--- config.mk ---
export PLATFORM = sky130hd
export DESIGN_NAME = freq_meter
export DESIGN_NICKNAME = d
export VERILOG_FILES = /design/src/rtl/clk_pkg.sv /design/src/rtl/sig_sync.sv /design/src/rtl/freq_meter.sv
export SDC_FILE = /design/constraint.sdc
export NUM_CORES = 1
export LEC_CHECK = 0
export CAP_MARGIN = 20
export CELL_PAD_IN_SITES_DETAIL_PLACEMENT = 0
export CELL_PAD_IN_SITES_GLOBAL_PLACEMENT = 1
export CORE_MARGIN = 1.5
export CORE_UTILIZATION = 44
export DETAILED_ROUTE_END_ITERATION = 8
export PLACE_DENSITY = 0.77
export SLEW_MARGIN = 30
export SYNTH_ARGS = -nofsm -noshare
export SYNTH_HDL_FRONTEND = slang
export SYNTH_SLANG_ARGS = --single-unit
--- constraint.sdc ---
create_clock -name clk -period 4.93 [get_ports clk]
set_input_delay 0.493 -clock clk [delete_from_list [all_inputs] [get_ports clk]]
set_output_delay 0.493 -clock clk [all_outputs]
set_load 0.05 [all_outputs]
--- src/rtl/clk_pkg.sv ---
// Shared clock-monitoring types and defaults used by the divider and the frequency meter.
package clk_pkg;

  localparam int unsigned COUNTER_W     = 32;
  localparam int unsigned FREQUENCY_IN  = 10000;
  localparam int unsigned TIMEOUT_COUNT = 2 * FREQUENCY_IN;

  typedef logic [COUNTER_W-1:0] counter_t;

  typedef enum logic [1:0] {
    IDLE,
    ARM,
    MEASURE
  } meter_state_t;

endpackage

--- src/rtl/sig_sync.sv ---
// Two-flop synchronizer plus edge register for an asynchronous control input.
// sync_level is delayed one extra stage so it lines up with the registered rise pulse.
module sig_sync (
  input  logic clk,
  input  logic rst,
  input  logic async_in,
  output logic sync_level,
  output logic rise
);

  logic meta_q, meta_d;
  logic sync_q, sync_d;
  logic level_q, level_d;
  logic rise_q, rise_d;

  always_comb begin
    meta_d  = async_in;
    sync_d  = meta_q;
    level_d = sync_q;
    rise_d  = sync_q & ~level_q;
  end

  always_ff @(posedge clk or posedge rst) begin
    if (rst) begin
      meta_q  <= 1'b0;
      sync_q  <= 1'b0;
      level_q <= 1'b0;
      rise_q  <= 1'b0;
    end else begin
      meta_q  <= meta_d;
      sync_q  <= sync_d;
      level_q <= level_d;
      rise_q  <= rise_d;
    end
  end

  assign sync_level = level_q;
  assign rise       = rise_q;

endmodule

--- src/rtl/freq_meter.sv ---
// Measures period and high time of a slow asynchronous signal in clk cycles,
// reporting each completed period through a valid/ack result with overrun and timeout flags.
module freq_meter
  import clk_pkg::*;
#(
  parameter int unsigned FREQUENCY_IN  = clk_pkg::FREQUENCY_IN,
  parameter int unsigned TIMEOUT_COUNT = 2 * FREQUENCY_IN
) (
  input  logic     clk,
  input  logic     rst,
  input  logic     enable,
  input  logic     sig_in,
  input  logic     meas_ack,
  output counter_t period,
  output counter_t high_time,
  output logic     meas_valid,
  output logic     overrun,
  output logic     timeout
);

  localparam counter_t TIMEOUT_LAST = counter_t'(TIMEOUT_COUNT - 1);

  logic sync_level;
  logic rise;

  meter_state_t state_q, state_d;
  counter_t     cnt_q, cnt_d;
  counter_t     hcnt_q, hcnt_d;
  counter_t     period_q, period_d;
  counter_t     high_q, high_d;
  logic         valid_q, valid_d;
  logic         overrun_q, overrun_d;
  logic         timeout_q, timeout_d;
  logic         enable_q, enable_d;
  logic         load_c;

  sig_sync u_sig_sync (
    .clk        (clk),
    .rst        (rst),
    .async_in   (sig_in),
    .sync_level (sync_level),
    .rise       (rise)
  );

  // Next-state, counters, result registers and flags
  always_comb begin
    state_d   = state_q;
    cnt_d     = cnt_q;
    hcnt_d    = hcnt_q;
    period_d  = period_q;
    high_d    = high_q;
    valid_d   = valid_q;
    overrun_d = overrun_q;
    timeout_d = timeout_q;
    enable_d  = enable;
    load_c    = 1'b0;

    if (!enable) begin
      state_d = IDLE;
      cnt_d   = '0;
      hcnt_d  = '0;
    end else begin
      case (state_q)
        IDLE: begin
          cnt_d   = '0;
          hcnt_d  = '0;
          state_d = ARM;
        end
        ARM: begin
          cnt_d  = '0;
          hcnt_d = '0;
          if (rise) begin
            state_d = MEASURE;
          end
        end
        MEASURE: begin
          if (rise) begin
            load_c   = 1'b1;
            period_d = cnt_q + counter_t'(1);
            high_d   = hcnt_q + counter_t'(sync_level);
            cnt_d    = '0;
            hcnt_d   = '0;
          end else if (cnt_q == TIMEOUT_LAST) begin
            // Result registers are left alone; only the flag records the stall
            timeout_d = 1'b1;
            cnt_d     = '0;
            hcnt_d    = '0;
            state_d   = ARM;
          end else begin
            cnt_d = cnt_q + counter_t'(1);
            if (sync_level) begin
              hcnt_d = hcnt_q + counter_t'(1);
            end
          end
        end
        default: state_d = IDLE;
      endcase
    end

    // An ack landing with a load keeps valid set and overrun clear
    if (valid_q && meas_ack) begin
      valid_d   = 1'b0;
      overrun_d = 1'b0;
    end
    if (load_c) begin
      valid_d = 1'b1;
      if (valid_q && !meas_ack) begin
        overrun_d = 1'b1;
      end
    end

    if (enable_q && !enable) begin
      timeout_d = 1'b0;
    end
  end

  always_ff @(posedge clk or posedge rst) begin
    if (rst) begin
      state_q   <= IDLE;
      cnt_q     <= '0;
      hcnt_q    <= '0;
      period_q  <= '0;
      high_q    <= '0;
      valid_q   <= 1'b0;
      overrun_q <= 1'b0;
      timeout_q <= 1'b0;
      enable_q  <= 1'b0;
    end else begin
      state_q   <= state_d;
      cnt_q     <= cnt_d;
      hcnt_q    <= hcnt_d;
      period_q  <= period_d;
      high_q    <= high_d;
      valid_q   <= valid_d;
      overrun_q <= overrun_d;
      timeout_q <= timeout_d;
      enable_q  <= enable_d;
    end
  end

  assign period     = period_q;
  assign high_time  = high_q;
  assign meas_valid = valid_q;
  assign overrun    = overrun_q;
  assign timeout    = timeout_q;

endmodule

# After elaboration in Yosys (flattened, before gate mapping)
# Cells that the tools add are included.
word_totals:
  regBits: 138
  input_bits: 5
  output_inout_bits: 67
op_classes:
  add_sub_neg: 3
  n_eq_ne: 9
  muxes: 27
  n_bitwise: 2
  n_reduce_logical: 15
op_table:
  columns: ["op", "count"]
  rows:
  - ["2-to-1 mux 32 bit", 7]
  - ["case mux 32 bit (2 select lines)", 2]
  - ["adder 32 x 1 -> 32 bit, second input constant", 2]
  - ["adder 32 x 1 -> 32 bit", 1]
  - ["== test 32 x 15 -> 1 bit, second input constant", 1]
  - ["2-to-1 mux 1 bit", 13]
  - ["2-to-1 mux 2 bit", 4]
  - ["nonzero test 2 bit", 4]
  - ["!= test 3 x 2 -> 1 bit, second input constant", 2]
  - ["!= test 3 bit, second input constant", 2]
  - ["case mux 2 bit (3 select lines)", 1]
  - ["AND reduction 3 bit", 2]
  - ["!= test 5 x 3 -> 1 bit, second input constant", 1]
  - ["AND reduction 4 bit", 1]
  - ["logical AND 1 bit", 3]
  - ["== test 2 x 1 -> 1 bit, second input constant", 1]
  - ["== test 2 bit, second input constant", 1]
  - ["zero test 1 bit", 2]
  - ["zero test 2 bit", 1]
  - ["!= test 2 bit, second input constant", 1]
  - ["AND reduction 2 bit", 1]
  - ["OR reduction 2 bit", 1]
  - ["AND 1 bit", 1]
  - ["inverter 1 bit", 1]

# Logic depth before layout (Yosys ltp)
# Gate-level depths: netlist (run 1).
logic_depth:
  word_depth: 6
  ltp_mapped: 9
  depth_no_buf: 7

# Modules after synthesis
# A second synthesis (run 1) with hierarchy kept.
unflattened:
  hier_cells: 787
  area_unflattened_um2: 7091.8
by_module_without_submodules:
  columns: ["module", "n_inst", "cells_per_inst", "area_per_inst_um2", "seq_area_each_um2"]
  rows:
  - ["freq_meter", 1, 781, 6974.2, 3353.2]
  - ["sig_sync", 1, 6, 117.6, 100.1]

# Worst setup path before layout (run 1)
# Ideal clock, no wire load.
synth_timing:
  path_kind: "reg2reg"
  start: "register cnt_q[0]"
  end: "register cnt_q[1]"
  setup_time_ns: 0.121
  arrival_ns: 1.905
  t_required_ns: 4.809
  path_slack_ns: 2.904
  path_stages_with_launch: 9
  n_path_buf: 3
  period_less_slack_ns: 2.026
  cell_sequence: "dfrtp_1 ha_1 and4_1 buf_2 nand4_1 o21a_1 buf_2 buf_2 a22o_1"
synth_via:
  elab_chain_cells: 5
  elab_cells_between_ends: 6
synth_rtl:
  columns: ["element", "line", "text"]
  rows:
  - ["from (decl)", "freq_meter.sv:27", "counter_t cnt_q, cnt_d;"]
  - ["from (signal assigned)", "freq_meter.sv:130", "cnt_q <= cnt_d;"]
  - ["adder 32 x 1 -> 32 bit or == test 32 x 15 -> 1 bit (tied branches)", "freq_meter.sv:90, freq_meter.sv:83", null]
  - ["2-to-1 mux 32 bit *", "freq_meter.sv:83", "end else if (cnt_q == TIMEOUT_LAST) begin"]
  - ["2-to-1 mux 32 bit *", "freq_meter.sv:77", "if (rise) begin"]
  - ["case mux 32 bit (2 select lines) *", "freq_meter.sv:63", "case (state_q)"]
  - ["2-to-1 mux 32 bit *", "freq_meter.sv:58", "if (!enable) begin"]
# Mark *: on every way between the ends. The rest lies on a longest branch, timed or not.
# A chain may end at the register's enable or synchronous reset.

# Worst setup path in the final report (run 1)
layout_timing:
  start: "register cnt_q[0]"
  end: "register cnt_q[19]"
# Same word-level chain as after synthesis.

==> results of run 1 <==
worst max-delay path, cell delays in order, from the launching register on:
cell     delay (ns)
dfrtp_1        0.43
ha_1           0.32
and4_1         0.33
nand4_1        0.25
o21a_2         0.54
buf_4          0.42
o21ai_0        0.16
a31oi_1        0.21
where the power goes:
group	leakage (nW)	switching, W	total (W)	internal, W
clock	0.290	0.000473	0.00125	0.000778
combinational	1.20	0.0000543	0.0000735	0.0000193
sequential	1.91	0.00000961	0.00115	0.00114
cells in the mapped netlist (2+ instances only):
cell type    n  share of area
nand2_1    139          0.073
dfrtp_1    138           0.48
a31oi_1     52          0.045
o21ai_0     52          0.036
o21ai_1     38          0.026
a21oi_1     37          0.026
nand3_1     34          0.024
xnor2_1     33          0.040
buf_2       29          0.020
nor2_1      28          0.015
nand4_1     26          0.023
xor2_1      26          0.032
clkbuf_1    25          0.013
nor4_1      17          0.015
inv_1       13         0.0068
nor3_1      12         0.0084
a21o_1       9         0.0094
nand2b_1     9         0.0078
and3_1       8         0.0070
and2_1       6         0.0052
and4_1       6         0.0073
or3_1        6         0.0052
nor4_4       5          0.015
ha_1         4         0.0070
nand4_2      4         0.0070
or4_1        4         0.0042
a41oi_1      3         0.0037
mux2i_1      3         0.0042
nor3_2       3         0.0042
o211ai_1     3         0.0031
a22o_1       2         0.0024
buf_1        2         0.0010
nor2b_1      2         0.0017
nor4_2       2         0.0035
or2_1        2         0.0017
final cells by class:
| cell class | count | area (sq um) |
|---|---|---|
| repair buffers | 78 | 763 |
| clock inverters | 9 | 95.1 |
| clock buffers | 23 | 478 |
| well taps | 216 | 270 |
| fillers | 1486 | 7390 |
| flip-flops and latches | 138 | 3450 |
| multi-input cells | 586 | 3440 |
| inverters | 13 | 56.3 |
logic make-up (layout without fill, tap and decap cells):
logic type	count (synthesis)	after routing	share of synthesized area
DFF	138	138	0.480
buffers and inverters	71	123	0.0428
adders and majority gates	4	4	0.00696
muxes	3	3	0.00418
AOI/OAI and AO/OA	202	202	0.160
and+or+nand+nor	318	318	0.235
xor gates and xnor gates	59	59	0.0719
state kept, by name, indices dropped and copies added (netlist names), named ones only:
register	flops
u_sig_sync.sync_level	1
high_time	32
u_sig_sync.meta_q	1
period	32
enable_q	1
cnt_q	32
u_sig_sync.rise	1
meas_valid	1
hcnt_q	32
u_sig_sync.level_d	1
timeout	1
state_q	2
layer usage:
metal / vias up / wire length [um] / GRT usage
li1: 2917 / - / -
met1: 2897 / 8760 / 0.336
met2: 194 / 7720 / 0.324
met3: 26 / 908 / 0.0387
met4: 0 / 285 / 0.0711
met5: - / 0 / 0
final timing paths:
path,cells after the start,startpoint,to,slack (ns)
min in group asynchronous,2,rst,period[15],0.59
max in group asynchronous,3,rst,high_time[14],3.33
hold reg to reg,0,u_sig_sync.meta_q,u_sig_sync.level_d,0.35
hold / removal,0,u_sig_sync.meta_q,u_sig_sync.level_d,0.35
setup / recovery,7,cnt_q[0],cnt_q[19],2.17
setup reg to reg,7,cnt_q[0],cnt_q[19],2.17
stage by stage:
step / setup WS [ns] / cell area (sq um) / total power (W) / hold slack (ns) / instances
finish: 2.17 / 8560 / 0.00248 / 0.352 / 1063
global route: 1.99 / 8560 / 0.00256 / 0.361 / 1063
CTS: 2.20 / 8550 / 0.00250 / 0.352 / 1063
detailed placement: 1.94 / 7980 / 0.00125 / 0.338 / 1031
global placement: 2.04 / 7980 / 0.00124 / 0.334 / 1031
floorplan: 0.741 / 7190 / 0.00122 / 0.331 / 795
==> key figures, run 1 <==
Run status
  • Status: completed

Global routing
  • Total gr overflow: 0
  • First-pass GRT wire length: 29,700 um
  • Initial antenna violation count: 0
  • Largest net degree at the start of global routing: 103
  • GRT Resource Usage Total: 0.223
  • Number of global-route vias before repair: 5,722

Clock network
  • Post-CTS setup buffers: 0
  • # hold bufs at CTS: 0
  • Post-CTS Resized: 0
  • CTS tree: done
  • CTS clk-pin slew, worst paths: 0.06 ns
  • Clock sinks: 138
  • Clock Path Buffers: 2
  • H-Tree Depth: 4
  • Cts bufs inserted: 17
  • Clk_lat worst skew: 0.42 ns
  • Clk root buf: clkbuf_16

Synthesis
  • Mapped Cells: 795
  • Synthesized net count: 804
  • Sequential element share of the synthesized area: 0.480
  • Synth Cell Area: 7190 sq um
  • Synthesis Warnings: 0
  • Netlist cell types: 48
  • Yosys reg bits: 138
  • Async set-reset flop share out of synthesis: 1.00
  • Syn avg cell area: 9.05 sq um
  • Top_reg_cell synth: dfrtp_1
  • Post-synth EDFFs: 0

STA
  • Final worst path period share: 0.561
  • Final min period: 2.76 ns
  • Fin. Hold Viols: 0
  • Unrepaired setup endpoints after global routing: no
  • Achievable clock frequency: 362 MHz
  • Max-slew headroom: 0.300
  • Clock Skew: 0.00593 ns
  • Slew Viols, Final: 0
  • Worst Tran Pin Value: 1.04 ns
  • Endpoints failing setup: 0
  • Total negative slack: 0 ns

Routing
  • Drt wl/cell: 16.6 um
  • TritonRoute pass-1 iters: 5
  • Via density: 5.68
  • Final wirelength: 17,700 um
  • Initial DRC Count: 455
  • Vias: 6,034
  • ANT nets after route: 0
  • Drt drc: 0

Critical path
  • CP Capture Type: flip-flop
  • CP max FO: 32
  • WS Path Type: flip-flop to flip-flop
  • Worst path required time: 5.25 ns
  • Crit path launch type: flip-flop
  • CP arrival: 3.08 ns

Floorplanning
  • Num rows: 46
  • Area of the die: 17,100 sq um
  • Initial Util: 0.451
  • Top Ports: 72
  • Die height: 131 um
  • Chip width: 131 um
  • Core Box Area: 15,900 sq um

Placed design
  • Post-DP HPWL: 11,800 um
  • I/O Buffers: 71
  • Placer Congestion: 0.840

Power and ir drop
  • Power Density: 289 nW/um^2
  • Peak VDD IR: 0.257 mV
  • Leak: 3.40 nW

Layout
  • Layout cells sized above 1: 0.0673
  • Final core occ: 0.537
  • Final nets: 843
  • Antenna cells: 0
  • Area delta synth->final: 19.0%
  • Most frequent cells in the layout: nand2_1 (138), dfrtp_1 (138), clkdlybuf4s50_1 (71)

Flow run
  • Max Cap Violations: 0

Worst hold path
  • Hold Crit Class: flip-flop to flip-flop
Power figures use the tool's default switching activity.
==> run 2, diff against run 1 <==
CORE_UTILIZATION = 40   (was 44)
PLACE_DENSITY = 0.74   (was 0.77)
clock period = 2.45 ns   (was 4.93 ns; I/O delays follow)
==> run 2 against run 1 <==
  * Critical path depth is 2 lower
  * Cell count grew 2.8%
  * Clock power grew 130%
  * First-iteration DRC count is 7.7% higher
  * Clock skew rose by 0.0053 ns
  * Sequential share of layout area decreased by 1.4 points
  * Global-route usage decreased by 1.5 points
  * Critical path type unchanged
  * Critical endpoint is now cnt_q[31]
  * Highest routed layer unchanged
==> key figures, run 2 (synthesis results as in run 1) <==
Global routing
  • Initial antenna violation count: 0
  • First-pass GRT wire length: 30,400 um
  • Total gr overflow: 0
  • GRT Resource Usage Total: 0.207
  • Number of global-route vias before repair: 5,843
  • Largest net degree at the start of global routing: 75

STA
  • Endpoints failing setup: 0
  • Fin. Hold Viols: 0
  • Final worst path period share: 0.920
  • Slew Viols, Final: 0
  • Worst Tran Pin Value: 0.681 ns
  • Fin Hold WS: 0.265 ns
  • Unrepaired setup endpoints after global routing: no
  • Final min period: 2.25 ns
  • Total negative slack: 0 ns
  • Max-slew headroom: 0.546
  • Clock Skew: 0.0113 ns
  • Achievable clock frequency: 444 MHz

Floorplanning
  • Area of the die: 18,800 sq um
  • Core Box Area: 17,400 sq um
  • Num rows: 48
  • Chip width: 137 um
  • Top Ports: 72
  • Initial Util: 0.413
  • Die height: 137 um

Routing
  • Vias: 6,116
  • Drt wl/cell: 16.6 um
  • Drt drc: 0
  • Final wirelength: 18,200 um
  • TritonRoute pass-1 iters: 5
  • ANT nets after route: 0
  • Via density: 5.60
  • Initial DRC Count: 490

Layout
  • Final core occ: 0.508
  • Final nets: 865
  • Antenna cells: 0
  • Most frequent cells in the layout: nand2_1 (138), dfrtp_1 (138), clkdlybuf4s50_1 (71)
  • Fin area: 8850 sq um
  • Final non-filler cell total: 1,093
  • Layout cells sized above 1: 0.0945
  • Filler cells: 1,634
  • Area delta synth->final: 23.1%

Critical path
  • Slowest CP cell: dfrtp_1
  • Worst flop-to-flop path startpoint: cnt_q[15]
  • Crit path launch type: flip-flop
  • Crit-path cells: nand4_2 > nor4_2 > nand2_1 > or4_1 > nand3_1
  • Worst path required time: 2.80 ns
  • CP Capture Type: flip-flop
  • Worst Setup EP: cnt_q[31]
  • CP arrival: 2.61 ns
  • Crit path max-delay family: simple AND/OR/NAND/NOR gates
  • Origin of the worst setup path: cnt_q[15]
  • Reg-to-reg slack, setup: 0.20 ns
  • RR Endpoint: cnt_q[31]
  • Cells on worst reg2reg path: 5
  • Worst path bufs/invs: 0
  • WS Path Type: flip-flop to flip-flop
  • Critical path depth: 5
  • CP max FO: 10
  • CP peak stage delay: 0.53 ns

Placed design
  • Placer Congestion: 0.900
  • Dpl cells: 1,062
  • I/O Buffers: 71
  • Area after DPL: 8180 sq um
  • Post-DP HPWL: 12,500 um

Clock network
  • Clk root buf: clkbuf_16
  • Clock Path Buffers: 2
  • # hold bufs at CTS: 0
  • CTS clk-pin slew, worst paths: 0.06 ns
  • CTS tree: done
  • Cts bufs inserted: 17
  • Clk_lat worst skew: 0.43 ns
  • H-Tree Depth: 4
  • Clock sinks: 138

Power and ir drop
  • Leak: 3.55 nW
  • Power Density: 609 nW/um^2
  • Peak VDD IR: 0.488 mV

Flow run
  • Max Cap Violations: 0

Worst hold path
  • Hold Crit Class: input pin to flip-flop
  • Hold wc startpoint: sig_in

Run status
  • Status: completed
-- run 2: cell types whose count changed in the layout (fill, tap and decap cells not counted), sizes merged --
cell      change
buf          +22
bufinv        +4
clkbuf        -4
clkinv        -1
clkinvlp      +1
inv           -1
-- run 2: timing repair --
action | CTS | global route
resized for setup | 0 | 2
setup endpoints to repair | 0 | 6
setup buffers | 0 | 0
-- run 2: worst min path at each step --
stage / end / slack, ns / cells past startpoint
after floorplan: enable_q / 0.28 / 0
after global placement: u_sig_sync.level_d / 0.33 / 0
after detailed placement: u_sig_sync.level_d / 0.34 / 0
after CTS: u_sig_sync.meta_q / 0.25 / 1
after global routing: u_sig_sync.meta_q / 0.25 / 1
final: u_sig_sync.meta_q / 0.27 / 1
-- run 2: report_power, final --
| group | internal (W) | switching [W] | total (W) |
|---|---|---|---|
| combinational | 0.0000427 | 0.000111 | 0.000153 |
| clock | 0.00193 | 0.000993 | 0.00292 |
| sequential | 0.00230 | 0.0000197 | 0.00232 |
| total | 0.00427 | 0.00112 | 0.00539 |
-- run 2: area by class of cell --
type / instances / area [sq um] / share of cell area
Inverter: 13 / 52.6 / 0.00594
Clock buffer: 19 / 443 / 0.0500
Tap cell: 225 / 282 / 0.0318
Multi-Input combinational cell: 586 / 3450 / 0.389
Clock inverter: 12 / 221 / 0.0250
Timing Repair Buffer: 100 / 953 / 0.108
Sequential cell: 138 / 3450 / 0.390
-- run 2: per-layer routing --
metal  part of all wire  vias to the layer above  global-route usage
met5                  0                        -                   0
met4              0.012                        0              0.0591
met3              0.049                       22              0.0422
met2               0.44                      167               0.299
met1               0.50                     2968               0.312
li1                   -                     2959                   -
-- run 2: per-stage QoR --
| stage | worst slack [ns] | total power [W] |
|---|---|---|
| 6_report | 0.197 | 0.00539 |
| 5_1_grt | 0.00395 | 0.00557 |
| 4_1_cts | 0.163 | 0.00545 |
| 3_5_place_dp | 0.169 | 0.00252 |
| 3_3_place_gp | 0.280 | 0.00251 |
| 2_1_floorplan | 0.424 | 0.00245 |
==> run 3, diff against run 2 <==
GPL_TIMING_DRIVEN = 0   (was not set)
SLEW_MARGIN = 5   (was 30)
==> run 3 against run 2 <==
  * Worst setup slack lost 0.11 ns
  * Maximum frequency is 4.6% lower
  * Non-clock buffer count grew 39
  * Sequential power hardly changed
  * Critical endpoint is now hcnt_q[1]
  * Largest cell class is now multi-input combinational cells
  * Highest routed layer unchanged
==> key figures, run 3 (synthesis results as in run 1) <==
Power and ir drop
  • Peak VDD IR: 0.499 mV
  • Clock share of power: 0.520
  • Logic pwr share: 0.034
  • Flop pwr share: 0.446
  • Net Sw Frac: 0.221
  • Leak: 3.62 nW
  • Power Density: 577 nW/um^2
  • Cell-internal power: 0.00405 W
  • Overall Power: 0.00519 W
  • Switching power: 0.00115 W

Layout
  • Final nets: 904
  • Final non-filler cell total: 1,132
  • Commonest non-fill, non-tap cell in the layout: nand2_1
  • Final core occ: 0.516
  • Layout cells sized above 1: 0.106
  • Most frequent cells in the layout: nand2_1 (139), dfrtp_1 (138), clkdlybuf4s50_1 (71)
  • Fin area: 8990 sq um
  • Filler cells: 1,631
  • Area delta synth->final: 25.0%
  • Antenna cells: 0

STA
  • Unrepaired setup endpoints after global routing: no
  • Clock Skew: 0.00835 ns
  • Max-slew headroom: 0.370
  • Fin. Hold Viols: 0
  • Slew Viols, Final: 0
  • Final min period: 2.36 ns
  • Achievable clock frequency: 424 MHz
  • Endpoints failing setup: 0
  • Final worst path period share: 0.963
  • Fin Hold WS: 0.171 ns
  • Worst Tran Pin Value: 0.942 ns

Critical path
  • Reg-to-reg slack, setup: 0.09 ns
  • Slowest CP cell: dfrtp_1
  • Worst path bufs/invs: 3
  • Worst flop-to-flop path startpoint: cnt_q[0]
  • CP peak stage delay: 0.48 ns
  • Cells on worst reg2reg path: 9
  • Crit path launch type: flip-flop
  • CP Capture Type: flip-flop
  • WS Path Type: flip-flop to flip-flop
  • CP arrival: 2.67 ns
  • Crit path max-delay family: buffers and inverters
  • Most used cell, CP: buf_2
  • CP max FO: 10
  • Crit-path cells: ha_4 > and4_1 > buf_2 > nand4_1 > buf_4 > o21ai_4 > buf_2 > o21ai_1 > a32o_1
  • RR Endpoint: hcnt_q[1]
  • Worst path required time: 2.76 ns

Floorplanning
  • Num rows: 48
  • Area of the die: 18,800 sq um
  • Chip width: 137 um
  • Top Ports: 72
  • Initial Util: 0.413
  • Core Box Area: 17,400 sq um
  • Die height: 137 um

Global routing
  • Total gr overflow: 0
  • First-pass GRT wire length: 34,100 um
  • Largest net degree at the start of global routing: 39
  • Initial antenna violation count: 0
  • GRT Resource Usage Total: 0.241
  • Number of global-route vias before repair: 6,003

Clock network
  • Clock sinks: 138
  • Clk root buf: clkbuf_16
  • Clock Path Buffers: 2
  • Clk_lat worst skew: 0.43 ns
  • Cts bufs inserted: 17
  • CTS tree: done
  • CTS clk-pin slew, worst paths: 0.06 ns
  • H-Tree Depth: 4

Placed design
  • Placer Congestion: 0.899
  • Area after DPL: 8280 sq um
  • I/O Buffers: 71
  • Post-DP HPWL: 15,000 um
  • Dpl cells: 1,095

Routing
  • Final wirelength: 21,400 um
  • ANT nets after route: 0
  • Drt drc: 0
  • Initial DRC Count: 624
  • Drt wl/cell: 18.9 um
  • TritonRoute pass-1 iters: 5
  • Vias: 6,466
  • Via density: 5.71

Worst hold path
  • Hold Crit Class: input pin to asynchronous set/reset pin

Flow run
  • Max Cap Violations: 0

Run status
  • Status: completed
## run 3: worst max-delay path by stage
stage | endpoint | startpoint | slack, ns | cells after the start
2_1_floorplan | cnt_q[1] | cnt_q[0] | 0.42 | 8
3_3_place_gp | high_time[4] | rst | -0.82 | 2
3_5_place_dp | meas_valid | enable | -0.41 | 7
4_1_cts | hcnt_q[9] | cnt_q[0] | 0.01 | 9
5_1_grt | high_time[31] | hcnt_q[0] | 0.003 | 6
6_report | hcnt_q[1] | cnt_q[0] | 0.09 | 9
## run 3: per-layer routing
metal  GRT usage  part of all wire
met1       0.354              0.48
met2       0.359              0.45
met3      0.0481             0.054
met4      0.0696             0.012
met5           0                 0
## run 3: worst reg2reg max path, stage by stage, from the launching register on
cell and delay, ns:
dfrtp_1 0.48, ha_4 0.23, and4_1 0.19, buf_2 0.17
nand4_1 0.17, buf_4 0.20, o21ai_4 0.20, buf_2 0.28
o21ai_1 0.10, a32o_1 0.23
## run 3: layout make-up
class                      instances  area (sq um)  area share
clock buffer                      19           433      0.0482
tap                              225           282      0.0313
timing repair buffer              81           843      0.0938
sequential                       138          3450       0.384
inverter                          13          52.6     0.00585
multi-input combinational        586          3460       0.385
buffer                            58           285      0.0317
clock inverter                    12           175      0.0195
## run 3: timing repair
| action | in CTS | in global routing |
|---|---|---|
| pin swaps | 2 | 2 |
| gates resized for setup | 13 | 5 |
| buffers inserted | 4 | 2 |
| hold buffers | 0 | 0 |
| setup endpoints to repair | 72 | 60 |
## run 3: through the flow
stage / TNS (ns) / setup WS, ns
after floorplan: 0 / 0.424
after global routing: 0 / 0.00325
after detailed placement: -26.19 / -0.407
after global placement: -133.24 / -0.819
final: 0 / 0.0895
after CTS: 0 / 0.0146
## run 3: power by group through the flow
stage	clock (W)	sequential [W]	combinational [W]
floorplan	0	0.00237	0.0000798
global placement	0	0.00235	0.000156
detailed placement	0	0.00235	0.000178
CTS	0.00274	0.00231	0.000181
global route	0.00284	0.00232	0.000199
finish	0.00270	0.00231	0.000177
